==> src/rtl/rsa_pkg.sv <==
// rsa_pkg: shared definitions for the RSA operand loader.
//   data_type_e : command codes handed to the exponentiation controller
//   HDR_*       : frame header byte values
//   state_e     : loader state encoding
//   hdr_to_type : maps a header byte to its command code (DT_NONE if invalid)
package rsa_pkg;

  typedef enum logic [2:0] {
    DT_NONE = 3'd0,
    DT_DATA = 3'd1,
    DT_E    = 3'd2,
    DT_N    = 3'd3
  } data_type_e;

  localparam logic [7:0] HDR_DATA = 8'h01;
  localparam logic [7:0] HDR_E    = 8'h02;
  localparam logic [7:0] HDR_N    = 8'h03;

  typedef enum logic [2:0] {
    ST_IDLE      = 3'd0,
    ST_PAYLOAD   = 3'd1,
    ST_CHECK     = 3'd2,
    ST_ISSUE     = 3'd3,
    ST_HOLD      = 3'd4,
    ST_WAIT_DONE = 3'd5
  } state_e;

  function automatic data_type_e hdr_to_type(input logic [7:0] hdr);
    data_type_e t;
    case (hdr)
      HDR_DATA: t = DT_DATA;
      HDR_E:    t = DT_E;
      HDR_N:    t = DT_N;
      default:  t = DT_NONE;
    endcase
    return t;
  endfunction

endpackage

==> src/rtl/rsa_input_loader.sv <==
// rsa_input_loader: assembles byte frames (header + WORD_W/8 payload bytes,
// MSB first) into an operand word and issues it to the exponentiation
// controller with a one-cycle data_type command.
// Optional feature macro: RSA_LOADER_CHECKSUM_EN adds a trailing XOR checksum
// byte (header ^ payload bytes) checked before the word is issued.
// Ports:
//   clk, rst      : clock (rising edge), asynchronous active-high reset
//   rx_valid/data : byte offered by the source
//   rx_ready      : loader accepts a byte (IDLE, PAYLOAD, CHECK)
//   data_type     : command code, non-zero only in the ISSUE cycle
//   word_out      : assembled operand, held until the next ISSUE
//   core_done     : completion pulse from the controller (DATA frames)
//   frame_error   : one-cycle pulse on bad header or checksum mismatch
module rsa_input_loader
  import rsa_pkg::*;
#(
  parameter int unsigned WORD_W = 32
) (
  input  logic              clk,
  input  logic              rst,
  input  logic              rx_valid,
  input  logic [7:0]        rx_data,
  output logic              rx_ready,
  output logic [2:0]        data_type,
  output logic [WORD_W-1:0] word_out,
  input  logic              core_done,
  output logic              frame_error
);

  localparam int unsigned NBYTES = WORD_W / 8;
  localparam int unsigned CNT_W  = $clog2(NBYTES + 1);

  state_e            state_q, state_d;
  data_type_e        type_q, type_d;
  logic [WORD_W-1:0] shift_q, shift_d;
  logic [CNT_W-1:0]  cnt_q, cnt_d;
  logic              err_d;
  logic              accept;
`ifdef RSA_LOADER_CHECKSUM_EN
  logic [7:0]        chk_q, chk_d;
`endif

  // rx_ready is a registered decode of the state, so it matches state_q
  assign accept = rx_valid & rx_ready;

  // State, datapath and registered outputs
  always_ff @(posedge clk or posedge rst) begin
    if (rst) begin
      state_q     <= ST_IDLE;
      type_q      <= DT_NONE;
      shift_q     <= '0;
      cnt_q       <= '0;
      rx_ready    <= 1'b1;
      data_type   <= 3'd0;
      word_out    <= '0;
      frame_error <= 1'b0;
`ifdef RSA_LOADER_CHECKSUM_EN
      chk_q       <= 8'h00;
`endif
    end else begin
      state_q     <= state_d;
      type_q      <= type_d;
      shift_q     <= shift_d;
      cnt_q       <= cnt_d;
      rx_ready    <= (state_d == ST_IDLE) || (state_d == ST_PAYLOAD) ||
                     (state_d == ST_CHECK);
      data_type   <= (state_d == ST_ISSUE) ? type_d : DT_NONE;
      frame_error <= err_d;
      // shift_d already holds the final payload byte on the PAYLOAD->ISSUE edge
      if (state_d == ST_ISSUE && state_q != ST_ISSUE) begin
        word_out <= shift_d;
      end
`ifdef RSA_LOADER_CHECKSUM_EN
      chk_q       <= chk_d;
`endif
    end
  end

  // Next-state and datapath updates
  always_comb begin
    state_d = state_q;
    type_d  = type_q;
    shift_d = shift_q;
    cnt_d   = cnt_q;
    err_d   = 1'b0;
`ifdef RSA_LOADER_CHECKSUM_EN
    chk_d   = chk_q;
`endif

    case (state_q)
      ST_IDLE: begin
        if (accept) begin
          if (hdr_to_type(rx_data) != DT_NONE) begin
            type_d  = hdr_to_type(rx_data);
            cnt_d   = '0;
            state_d = ST_PAYLOAD;
`ifdef RSA_LOADER_CHECKSUM_EN
            chk_d   = rx_data;
`endif
          end else begin
            err_d = 1'b1;
          end
        end
      end

      ST_PAYLOAD: begin
        if (accept) begin
          shift_d = (shift_q << 8) | WORD_W'(rx_data);
`ifdef RSA_LOADER_CHECKSUM_EN
          chk_d   = chk_q ^ rx_data;
`endif
          // Counter stops at NBYTES-1 so it never wraps inside a frame
          if (cnt_q == CNT_W'(NBYTES - 1)) begin
`ifdef RSA_LOADER_CHECKSUM_EN
            state_d = ST_CHECK;
`else
            state_d = ST_ISSUE;
`endif
          end else begin
            cnt_d = cnt_q + CNT_W'(1);
          end
        end
      end

      ST_CHECK: begin
`ifdef RSA_LOADER_CHECKSUM_EN
        if (accept) begin
          if (rx_data == chk_q) begin
            state_d = ST_ISSUE;
          end else begin
            err_d   = 1'b1;
            state_d = ST_IDLE;
          end
        end
`else
        state_d = ST_IDLE;
`endif
      end

      ST_ISSUE: begin
        state_d = (type_q == DT_DATA) ? ST_WAIT_DONE : ST_HOLD;
      end

      // One extra stable cycle for the controller's E/N update strobe
      ST_HOLD: begin
        state_d = ST_IDLE;
      end

      ST_WAIT_DONE: begin
        if (core_done) begin
          state_d = ST_IDLE;
        end
      end

      default: begin
        state_d = ST_IDLE;
      end
    endcase
  end

endmodule

==> config.mk <==
export PLATFORM = sky130hd
export DESIGN_NAME = rsa_input_loader
export DESIGN_NICKNAME = d
export VERILOG_FILES = /design/src/rtl/rsa_pkg.sv /design/src/rtl/rsa_input_loader.sv
export SDC_FILE = /design/constraint.sdc
export NUM_CORES = 1
export LEC_CHECK = 0
export ABC_CLOCK_PERIOD_IN_PS = 3280
export CAP_MARGIN = 10
export CORE_MARGIN = 2
export CORE_UTILIZATION = 25
export CTS_BUF_LIST = sky130_fd_sc_hd__clkbuf_8
export CTS_CLUSTER_DIAMETER = 60
export CTS_CLUSTER_SIZE = 10
export DETAILED_ROUTE_END_ITERATION = 10
export PLACE_DENSITY = 0.41
export SETUP_SLACK_MARGIN = 0.15
export SYNTH_ARGS = -nofsm -noshare
export SYNTH_HDL_FRONTEND = slang
export SYNTH_SLANG_ARGS = --single-unit
==> constraint.sdc <==
create_clock -name clk -period 3.28 [get_ports clk]
set_clock_uncertainty 0.05 [all_clocks]
set_input_delay 0.656 -clock clk [delete_from_list [all_inputs] [get_ports clk]]
set_output_delay 0.656 -clock clk [all_outputs]
set_load 0.03 [all_outputs]
Word-level counts from Yosys, hierarchy flattened
Index checks and enable logic that the tools add are counted.
{"block": "word_totals", "regBits": 78, "in_bits": 12, "output_inout_bits": 37, "wordCells": 59}
{"block": "op_classes", "add_sub_neg": 1, "eq_ne": 16, "muxes": 24, "n_bitwise": 2, "n_reduce_logical": 8}
{"op": "$mux W32", "n": 2}
{"op": "$mux W3", "n": 15}
{"op": "$or A32 B8 Y32", "n": 1}
{"op": "$eq A8 B2 Y1 const B", "n": 2}
{"op": "$eq A3 B2 Y1 const B", "n": 4}
{"op": "$pmux W3 S4", "n": 1}
{"op": "$eq A3 B1 Y1 const B", "n": 3}
{"op": "$eq A8 B1 Y1 const B", "n": 1}
{"op": "$ne A2 B2 Y1 const B", "n": 4}
{"op": "$logic_not A3 Y1", "n": 2}
{"op": "$pmux W2 S3", "n": 1}
{"op": "$pmux W3 S2", "n": 1}
{"op": "$reduce_and A5 Y1", "n": 1}
{"op": "$mux W1", "n": 4}
{"op": "$add A3 B1 Y3 const B", "n": 1}
{"op": "$eq A3 B3 Y1 const B", "n": 1}
{"op": "$ne A3 B2 Y1 const B", "n": 1}
{"op": "$reduce_bool A3 Y1", "n": 1}
{"op": "$logic_or A1 B1 Y1", "n": 2}
{"op": "$reduce_bool A2 Y1", "n": 1}
{"op": "$and A1 B1 Y1", "n": 1}
{"op": "$logic_and A1 B1 Y1", "n": 1}

Longest topological paths before layout
Gate-level depths: netlist (run 1).
{"block": "logic_depth", "word_depth": 11, "depth_mapped": 6}

Least setup slack after synthesis (run 1)
Ideal clock, no wire load.
{"block": "synth_path", "path_type": "input -> register", "from": "input rx_data[7]", "to": "register cnt_q[0]", "setup_time_ns": 0.125, "t_arrival_ns": 1.909, "required_time_ns": 3.105, "slack_ns": 1.196, "path_stages": 4, "n_path_buf": 0, "path_cell_list": "or4_4 nor4_4 a22oi_2 mux2_4"}
{"block": "synth_via", "elab_chain_cells": 7, "word_cells_on_any_way": 9, "cone_classes": "eq/ne: 4; mux: 3; reduce/logical: 2"}
{"element": "start: declaration", "line": "rsa_input_loader.sv:22", "text": "input logic [7:0] rx_data,"}
{"element": "$eq A8 B2 Y1 or $eq A8 B1 Y1 (tied branches)", "line": "rsa_pkg.sv:30", "text": "case (hdr)"}
{"element": "$pmux W2 S3 (*)", "line": "rsa_pkg.sv:30"}
{"element": "$mux W3 (*)", "line": "rsa_input_loader.sv:92", "text": "if (accept) begin"}
{"element": "$mux W3 (*)", "line": "rsa_input_loader.sv:90", "text": "case (state_q)"}
{"element": "$reduce_bool A3 Y1 (*)", "line": "rsa_input_loader.sv:93", "text": "if (hdr_to_type(rx_data) != DT_NONE) begin"}
{"element": "$ne A2 B2 Y1 (no source line) (*)"}
{"element": "$reduce_and A5 Y1 (no source line) (*)"}
{"element": "end signal: assignment", "line": "rsa_input_loader.sv:64", "text": "cnt_q <= cnt_d;"}
{"element": "end: declaration", "line": "rsa_input_loader.sv:36", "text": "logic [CNT_W-1:0] cnt_q, cnt_d;"}
Every way passes the cells marked *; elsewhere a longest branch is shown, timed or not. The select of a mux whose other input is x is not followed.
A chain may end at the register's enable or synchronous reset.

Final worst setup path (run 1)
Ends and elaborated chain as after synthesis.

==> results of run 1 <==
-- flip-flops by register name, summed over array words and instances (netlist names) --
| register | count |
|---|---|
| cnt_q | 3 |
| data_type | 3 |
| shift_q | 24 |
| rx_ready | 1 |
| type_q | 3 |
| frame_error | 1 |
| word_out | 32 |
| state_q | 3 |
-- cell usage in the layout, fill, tap and decap left out, types with 2 or more instances in the layout --
master	n
ha_1	2
clkdlybuf4s50_1	48
inv_1	4
and3_1	3
buf_12	2
clkbuf_8	12
mux2_4	3
buf_4	3
clkinv_2	2
or2_2	2
inv_2	2
dfrtp_1	69
o21ai_0	2
nand2_1	4
mux2_2	56
nor2_1	6
and2_1	2
-- cells by family after synthesis --
family          after synthesis
mux                          60
compound gates                5
buf+inv                      11
fa+ha+maj                     2
simple gates                 26
flops                        70
-- worst max path at each step --
stage	slack, ps	start	depth (start not counted)	to
3_3_place_gp	640	rx_data[7]	5	cnt_q[1]
4_1_cts	970	rx_data[7]	5	cnt_q[2]
2_1_floorplan	810	rst	1	cnt_q[0]
5_1_grt	930	rx_data[7]	5	cnt_q[0]
6_report	970	rx_data[7]	5	cnt_q[0]
3_5_place_dp	610	rx_data[7]	5	cnt_q[1]
-- layout make-up --
type / instances / area [µm²] / area share, %
timing repair buffer: 53 / 543 / 15.1
inverter: 5 / 18.8 / 0.523
clock buffer: 12 / 165 / 4.60
sequential: 70 / 1750 / 48.8
multi-input combinational: 93 / 912 / 25.4
tap: 140 / 175 / 4.88
clock inverter: 4 / 21.3 / 0.593
-- per-layer routing --
metal	vias to the layer above	global-route usage, %	part of all wire [%]
li1	722	-	-
met1	787	13.2	47
met2	34	16.2	47
met3	8	3.56	4.8
met4	0	4.67	1.6
met5	-	0	0
-- stage by stage --
step | total power (W) | cells | setup WS, ps | hold WS, ps | util [%]
final | 0.00204 | 377 | 973 | 453 | 33.5
after global routing | 0.00217 | 377 | 927 | 470 | 33.5
after CTS | 0.00208 | 377 | 974 | 459 | 33.5
after detailed placement | 0.00143 | 361 | 615 | 444 | 31.8
after global placement | 0.00142 | 361 | 639 | 440 | 31.8
after floorplan | 0.00132 | 174 | 807 | 414 | -
-- power by group --
part           switching, W  total (W)  internal, W  leakage (nW)
Sequential         0.000102    0.00112      0.00102         0.923
Clock              0.000310   0.000641     0.000331        0.0996
Combinational      0.000107   0.000281     0.000174         0.643
-- worst reg2reg max path, delay by kind of cell (launching register included) --
| kind | cells | cell delay, ps |
|---|---|---|
| flops | 1 | 440 |
| simple gates | 3 | 810 |
| buf+inv | 1 | 270 |
| mux | 1 | 320 |
==> run_results.csv, run 1 <==
group,metric,value,unit
timing,hold_viol,0,
setup_path,required,3450,ps
final_layout,fillCellCount,1082,
yosys,yosys_warnings,0,
route,antenna_left,0,
worst_hold_path,hold_path_depth,1,
yosys,synth_adder_area_share,0.922,%
yosys,synth_nets,188,
route,wl,5460,µm
floorplan,dieWidth,108,µm
cts,htreeDepth,3,
final_layout,areaGrowthSynthToFinish,32.2,%
cts,hold_buffers,0,
setup_path,rrSetupSlack,1270,ps
floorplan,dieArea,11700,µm²
worst_hold_path,hp-class,"reg -> reg",
yosys,ys_top_cells_by_count,"dfrtp_1 (69), mux2_2 (56), buf_2 (6), nor2_1 (6)",
timing,tightest_slew,523,ps
yosys,seq_area_frac_synth,64.6,%
yosys,synthMuxAreaShare,25.3,%
setup_path,setup.worst_path.end_class,"register",
pwr,ir_drop,0.000289,V
cts,cts_buffers,9,
setup_path,worstPathArrival,2480,ps
setup_path,rr_startpoint,"state_q[1]",
setup_path,cp_max_fo,4,
pwr,powerDensity,569,nW/µm²
yosys,syn_inst,174,
timing,rsz0062_at_grt,"no",
yosys,syn_avg_cell_area,15.6,µm²
placement,portBuffers,48,
yosys,synth_xor_area_share,0,%
yosys,synth-simple-area-share,6.04,%
timing,timing.final.crit_share,70.3,%
global_route,first_global_vias,1719,
global_route,overflow,0,
placement,placed_area,3400,µm²
global_route,antenna_found_initial,0,
timing,slew_headroom,65.1,%
yosys,async_reset_ff_share,100,%
global_route,grt_pass1_wl,9150,µm
timing,final_max_slew_viol_count,0,
status,status,"finished, final reports clean",
yosys,synth_compound_area_share,1.38,%
setup_path,cpMaxStageDelayCell,"or4_4",
yosys,synth_seq_cells,70,
timing,fin_tns_setup,0,ps
final_layout,drive_gt1_share,37.1,%
cts,clk_pin_slew,70,ps
setup_path,worstPathCellList,"clkdlybuf4s50_1 > or4_4 > nor4_4 > a22oi_2 > mux2_4",
cts,root_buffer,"clkbuf_8",
setup_path,cp-start-kind,"input pin",
setup_path,slowest_delay,570,ps
job,max_cap_viol_count,0,
global_route,grt_use_total,10.5,%
floorplan,rows,38,
final_layout,antenna_cells,0,
yosys,yosysTopAreaCellShare,63.6,%
setup_path,crit_buf_inv,1,
timing,max_freq,433,MHz
yosys,synth_area,2710,µm²
route,post_drt_via_cell_ratio,4.11,
cts,cts_tree,"built",
cts,cts_resized,0,
timing,setup-violations-final,0,
yosys,yosysUniqueCellTypes,27,
cts,clk_latency,330,ps
placement,dp_hpwl,3730,µm
cts,cts_max_path_buffers,2,
final_layout,fin_area,3590,µm²
setup_path,r2r_end,"word_out[22]",
placement,gp_congestion,0.687,
worst_hold_path,min_from,"shift_q[19]",
yosys,yosys.area.top_type,"dfrtp_1",
route,drc_errors,0,
yosys,synthTopCellsByArea,"dfrtp_1 (64%), mux2_2 (23%), mux2_4 (1.7%)",
yosys,synth_edf_count,0,
yosys,synthFlopType,"dfrtp_1",
yosys,synth_top_family_by_area,"multiplexers",
route,via_count,1551,
setup_path,reg2reg_depth,5,
final_layout,final_nets,246,
global_route,grt_max_degree,31,
timing,period_needed,2310,ps
floorplan,boundaryPins,49,
floorplan,die_y,108,µm
route,wire_per_inst,14.5,µm
cts,clock-sinks,70,
yosys,yosysMostFrequentCell,"dfrtp_1",
cts,cts_setup_buffers,0,
floorplan,start_util,25.4,%
route,drtIter0Drc,28,
setup_path,path_delay_family,"simple AND/OR/NAND/NOR gates",
route,first_pass_iters,4,
setup_path,criticalPathCategory,"in -> reg",
worst_hold_path,hold_path_end,"word_out[27]",
floorplan,coreArea,10700,µm²
pwr,p_leak,1.67,nW
(Power assumes the default switching activity.)
==> run 2: changes to the inputs <==
ABC_CLOCK_PERIOD_IN_PS = 2310   (was 3280)
clock period = 2.31 ns   (was 3.28 ns; I/O delays follow)
==> run_results.csv, run 2 (synthesized netlist as in run 1, its figures left out) <==
group,metric,value,unit
final_layout,drive_gt1_share,37.3,%
pwr,pwr-share-comb,14.0,%
pwr,p_switching,0.000732,W
floorplan,dieWidth,108,µm
cts,hold_buffers,0,
cts,clk_latency,340,ps
timing,fin_tns_setup,0,ps
setup_path,r2r_end,"cnt_q[1]",
setup_path,criticalPathCategory,"reg -> out",
floorplan,dieArea,11700,µm²
setup_path,required,1800,ps
global_route,grt_pass1_wl,9340,µm
cts,cts_setup_buffers,0,
final_layout,top_regs,"word_out x32, shift_q x24",
timing,setup-violations-final,0,
setup_path,worstPathCellList,"clkdlybuf4s50_1",
timing,tightest_slew,373,ps
timing,slew_headroom,75.1,%
pwr,powerDensity,793,nW/µm²
route,wire_per_inst,14.6,µm
pwr,ir_drop,0.000335,V
timing,timing.final.crit_share,89.2,%
route,first_pass_iters,3,
timing,hold-worst-slack,453,ps
setup_path,cp-start-kind,"register",
setup_path,setup.worst_path.end_class,"primary output",
setup_path,worstPathArrival,1550,ps
global_route,first_global_vias,1750,
final_layout,layout_common_cells,"dfrtp_1 (69), mux2_2 (56), clkdlybuf4s50_1 (48)",
final_layout,fillCellCount,1082,
cts,cts_buffers,9,
pwr,intPower,0.00213,W
floorplan,coreArea,10700,µm²
setup_path,cpMaxStageDelayCell,"clkdlybuf4s50_1",
job,max_cap_viol_count,0,
timing,max_freq,485,MHz
route,via_count,1587,
cts,cts_tree,"built",
final_layout,postLayoutCoreUtil,33.7,%
route,post_drt_via_cell_ratio,4.17,
timing,hold_viol,0,
floorplan,start_util,25.4,%
final_layout,areaGrowthSynthToFinish,33.0,%
setup_path,path_depth,1,
timing,fin_ws,250,ps
pwr,p_seq_share,55.6,%
placement,dp_hpwl,3710,µm
route,wl_met2,2700,µm
floorplan,boundaryPins,49,
setup_path,rr_startpoint,"rx_ready",
floorplan,die_y,108,µm
route,wl_met1,2510,µm
setup_path,reg2reg_depth,4,
setup_path,rrSetupSlack,400,ps
cts,root_buffer,"clkbuf_8",
route,wl,5580,µm
route,drc_errors,0,
final_layout,largest_reg_flops,32,
pwr,p_leak,1.68,nW
placement,portBuffers,48,
cts,cts_resized,0,
global_route,overflow,0,
placement,gp_congestion,0.695,
timing,rsz0062_at_grt,"no",
placement,dp_slack,-97.5,ps
setup_path,slowest_delay,660,ps
pwr,p_total,0.00286,W
global_route,grt_max_degree,71,
route,met3_length,301,µm
route,antenna_left,0,
final_layout,final_nets,250,
cts,cts_max_path_buffers,2,
global_route,grt_use_total,10.8,%
timing,period_needed,2060,ps
setup_path,endpoint,"rx_ready",
setup_path,cp_max_fo,3,
pwr,clkPwrFrac,30.4,%
floorplan,rows,38,
final_layout,antenna_cells,0,
setup_path,crit_buf_inv,1,
cts,htreeDepth,3,
final_layout,top_register,"word_out",
setup_path,path_delay_family,"buffers and inverters",
timing,final_max_slew_viol_count,0,
cts,clock-sinks,70,
pwr,sw_frac_of_total,25.6,%
route,drtIter0Drc,23,
final_layout,layout.cells.most_common,"dfrtp_1",
cts,clk_pin_slew,70,ps
worst_hold_path,hp-class,"reg -> reg",
status,status,"finished, final reports clean",
setup_path,critPathLaunch,"rx_ready",
global_route,antenna_found_initial,0,
route,highest_layer,"met4",
## run 2: per-layer routing
| layer | GRT usage, % | vias to the layer above |
|---|---|---|
| met1 | 13.1 | 809 |
| li1 | - | 737 |
| met2 | 17.3 | 33 |
| met3 | 4.58 | 8 |
| met5 | 0 | - |
| met4 | 3.30 | 0 |
## run 2: power by group through the flow
| stage | combinational [W] | sequential [W] | clock [W] |
|---|---|---|---|
| after detailed placement | 0.000411 | 0.00162 | 0 |
| after global placement | 0.000400 | 0.00162 | 0 |
| after floorplan | 0.000285 | 0.00158 | 0 |
| after CTS | 0.000410 | 0.00160 | 0.000926 |
| final | 0.000402 | 0.00159 | 0.000869 |
| after global routing | 0.000441 | 0.00163 | 0.000984 |
## run 2: final cells by class
cell class | instances | area (µm²) | share of cell area, %
clock inverter | 5 | 21.3 | 0.589
clock buffer | 11 | 151 | 4.20
multi-input combinational | 93 | 912 | 25.3
sequential | 70 | 1750 | 48.6
tap | 140 | 175 | 4.85
timing repair buffer | 57 | 573 | 15.9
inverter | 5 | 22.5 | 0.624
## run 2: metrics by stage
step | cells | cell area, µm²
2_1_floorplan | 174 | 2720
3_3_place_gp | 365 | 3440
3_5_place_dp | 365 | 3440
4_1_cts | 381 | 3610
5_1_grt | 381 | 3610
6_report | 381 | 3610
## run 2: worst min path at each step
stage	end	cells after the start	start
4_1_cts	word_out[27]	1	shift_q[19]
6_report	word_out[27]	1	shift_q[19]
3_3_place_gp	word_out[7]	1	word_out[7]
3_5_place_dp	word_out[28]	1	word_out[28]
2_1_floorplan	type_q[1]	1	type_q[1]
5_1_grt	word_out[0]	1	word_out[0]
==> patch 1, RTL diff (flow settings as in run 2) <==
Reset style: synchronous (`rst`), changed in one clocked block. Comments in the files are not updated.
--- a/src/rtl/rsa_input_loader.sv
+++ b/src/rtl/rsa_input_loader.sv
@@ -44,7 +44,7 @@
   assign accept = rx_valid & rx_ready;
 
   // State, datapath and registered outputs
-  always_ff @(posedge clk or posedge rst) begin
+  always_ff @(posedge clk) begin
     if (rst) begin
       state_q     <= ST_IDLE;
       type_q      <= DT_NONE;
Formal check against the unedited RTL: differs if rst is asserted again (counterexample within 4 cycles, from zero or initial values and one cycle with rst high); with rst held inactive, the same outputs for 10 cycles.
==> patch 1 against run 2 <==
  * Final area is 5.6% lower
  * Synthesized area down 3.8%
  * Synthesized cell count grew 80%
  * Largest cell class unchanged
  * First-iteration DRC count rose to 2.7 times the old value
  * Highest routed layer unchanged
  * Sequential cell count is the same
  * Worst setup slack better by 0.17 ns
  * Wire length grew 14%
Power is not compared: it rests on default switching activity, and its combinational part moved more than twofold at a synthesized area within 25%.
==> patch 1: results (changes against run 2) <==
largest net degree at the start of global routing=33 (-54%); adder-cell area share of the yosys netlist=0.00959 (+0.000367); GRT met2 Usage=0.183 (+0.00974); GR Util met3=0.0362 (-0.00964); slowest cell delay on critical path=0.70 ns (+0.04 ns); first-pass GRT wire length=10800 um (+15%); Tot GR Track Use=0.124 (+0.0164); Synth Net Count=327 (+74%); Async SR Flop Fraction=0 (-1.00); DR iter-0 viols=63 (+170%); Final HPWL DP=4310 um (+16%); Non-Filler Instances=498 (+31%); Worst R2R End=cnt_q[0]; Avg Cell Area, Syn=8.34 um2 (-47%); vias in the first global route=2143 (+22%); sequential area share after synthesis=0.537 (-0.109); layout cells sized above 1=0.0912 (-0.282); most frequent cell after synthesis=nand2_1; Hold Crit Depth=2 (+1); gp weighted congestion=0.717 (+3.1%); Reg2Reg Launch Point=state_q[2]; CP Data Arrival Time=1.38 ns (-0.17 ns); status=finished clean; Hold Path Origin=word_out[25]; mux share of post-synthesis cell area=0.0163 (-0.236)
-- patch 1: metrics by stage --
stage / setup slack [ns] / util
2_1_floorplan: 0.729 / -
3_3_place_gp: 0.141 / 0.314
3_5_place_dp: 0.131 / 0.314
4_1_cts: 0.378 / 0.333
5_1_grt: 0.326 / 0.333
6_report: 0.416 / 0.333
-- patch 1: how the worst max path moves through the flow --
stage	start	end	cells after the start	slack, ns
6_report	word_out[31]	word_out[31]	1	0.42
4_1_cts	word_out[31]	word_out[31]	1	0.38
2_1_floorplan	rx_ready	cnt_q[0]	5	0.73
3_3_place_gp	rx_data[4]	cnt_q[2]	5	0.14
3_5_place_dp	rx_data[4]	cnt_q[0]	5	0.13
5_1_grt	word_out[9]	word_out[9]	1	0.33
-- patch 1: final cells by class --
type	instances	area (um2)
Sequential cell	70	1400
Tap cell	136	170
Clock buffer	10	138
Clock inverter	5	58.8
Inverter	3	11.3
Fill cell	1090	6830
Timing Repair Buffer	57	568
Multi-Input combinational cell	217	1060
==> patch 2, RTL diff (flow settings as in run 2) <==
Without the edit above. `WORD_W`: 32 -> 16.
--- a/src/rtl/rsa_input_loader.sv
+++ b/src/rtl/rsa_input_loader.sv
@@ -14,7 +14,7 @@
 module rsa_input_loader
   import rsa_pkg::*;
 #(
-  parameter int unsigned WORD_W = 32
+  parameter int unsigned WORD_W = 16
 ) (
   input  logic              clk,
   input  logic              rst,
Interface: changed (resized word_out); port bits go from 49 to 33. No check against the original RTL was run, so the function may have changed too.
==> patch 2 against run 2 <==
  * Final area down 42%
  * Clock power down 42%
  * Sequential cell count down 33
  * Wire length down 45%
  * Synthesized area down 42%
  * Critical path depth unchanged
  * Fmax up 2.5%
  * Final cell count down 41%
  * Worst setup slack better by 0.050 ns
  * Total power down 15%
  * Count of clock-buffer cells in the layout down 4
  * Largest cell class unchanged
  * Largest power group unchanged
  * Highest routed layer unchanged
==> patch 2: results (changes against run 2) <==
GR Util met3=0.0415 (-0.00427); layout cells sized above 1=0.281 (-0.0926); GRT met2 Usage=0.147 (-0.0260); Avg Cell Area, Syn=14.8 um2 (-5.0%); worst vdd ir=0.321 mV (-4.2%); Unique masters post-synth=29 (+7.4%); Via density=4.32 (+3.8%); status=finished clean; GR Util met1=0.117 (-0.0137); adder-cell area share of the yosys netlist=0.00789 (-0.00133); insertion delay to the later sink of the worst-skew pair=0.29 ns (-0.05 ns); Worst slew margin=0.685 (-0.0666); Post-Route WL=3090 um (-45%); sequential area share after synthesis=0.585 (-0.0611); gp weighted congestion=0.705 (+1.4%); Final Power=2.43 mW (-15%); Switching Power=0.795 mW (+8.7%); CTS root buf=clkbuf_8; leakage=0.999 nW (-41%); Tot GR Track Use=0.0943 (-0.0132); Placed Cells=215 (-41%); final instance area=2090 um2 (-42%); Synth Net Count=120 (-36%); Top Registers=word_out: 16 flops, shift_q: 8 flops; First-pass DRT Iterations=4 (+1); vias in the first global route=1015 (-42%); H-Tree Depth=2 (-1); mux share of post-synthesis cell area=0.215 (-0.0372); Synth Area in Compound Gates=0.0568 (+0.0430); vias post-DR=964 (-39%); total CTS buffers=5 (-4); largest net degree at the start of global routing=38 (-46%); Final HPWL DP=2130 um (-43%); I/O Buffers=32 (-33%); DR iter-0 viols=35 (+52%); first-pass GRT wire length=5130 um (-45%); Post-Place Cell Area=1990 um2 (-42%)
## patch 2: changes by cell type in the layout (fill, tap and decap cells not counted), moves of 4 or more
cell / delta
buf_4: -4
mux2_2: -51
dfrtp_1: -33
clkdlybuf4s50_1: -16
mux2_4: +16
clkbuf_8: -4
nand2_1: -4
## patch 2: power by group through the flow
stage / Combinational, mW / Clock (mW) / Sequential (mW)
global route: 0.980 / 0.548 / 1.03
finish: 0.924 / 0.502 / 1.00
floorplan: 0.429 / 0 / 1.19
detailed placement: 0.932 / 0 / 1.02
global placement: 0.918 / 0 / 1.01
CTS: 0.935 / 0.529 / 1.00
## patch 2: worst paths after layout
path	startpoint	end	slack, ns	cells past startpoint
max	rx_ready	rx_ready	0.30	1
min in group asynchronous	rst	shift_q[7]	0.52	3
min	shift_q[0]	word_out[8]	0.45	1
max reg2reg	rx_ready	word_out[6]	0.60	3
max in group asynchronous	rst	rx_ready	1.32	3
min reg2reg	shift_q[0]	word_out[8]	0.45	1
## patch 2: cells by family after synthesis
kind of cell	count (synthesis)
DFF	37
muxes	24
and+or+nand+nor	21
AOI/OAI and AO/OA	13
buffers and inverters	11
adders and majority gates	1
## patch 2: final cells by class
type / instances / area share
inverters: 7 / 0.0126
repair buffers: 35 / 0.164
clock inverters: 1 / 0.00240
well taps: 77 / 0.0462
multi-input cells: 59 / 0.284
flip-flops and latches: 37 / 0.444
clock buffers: 7 / 0.0462
## patch 2: routing by layer
layer,vias up,share of wire
met3,4,0.058
met2,26,0.46
met1,482,0.47
li1,452,-
met5,-,0
met4,0,0.0097
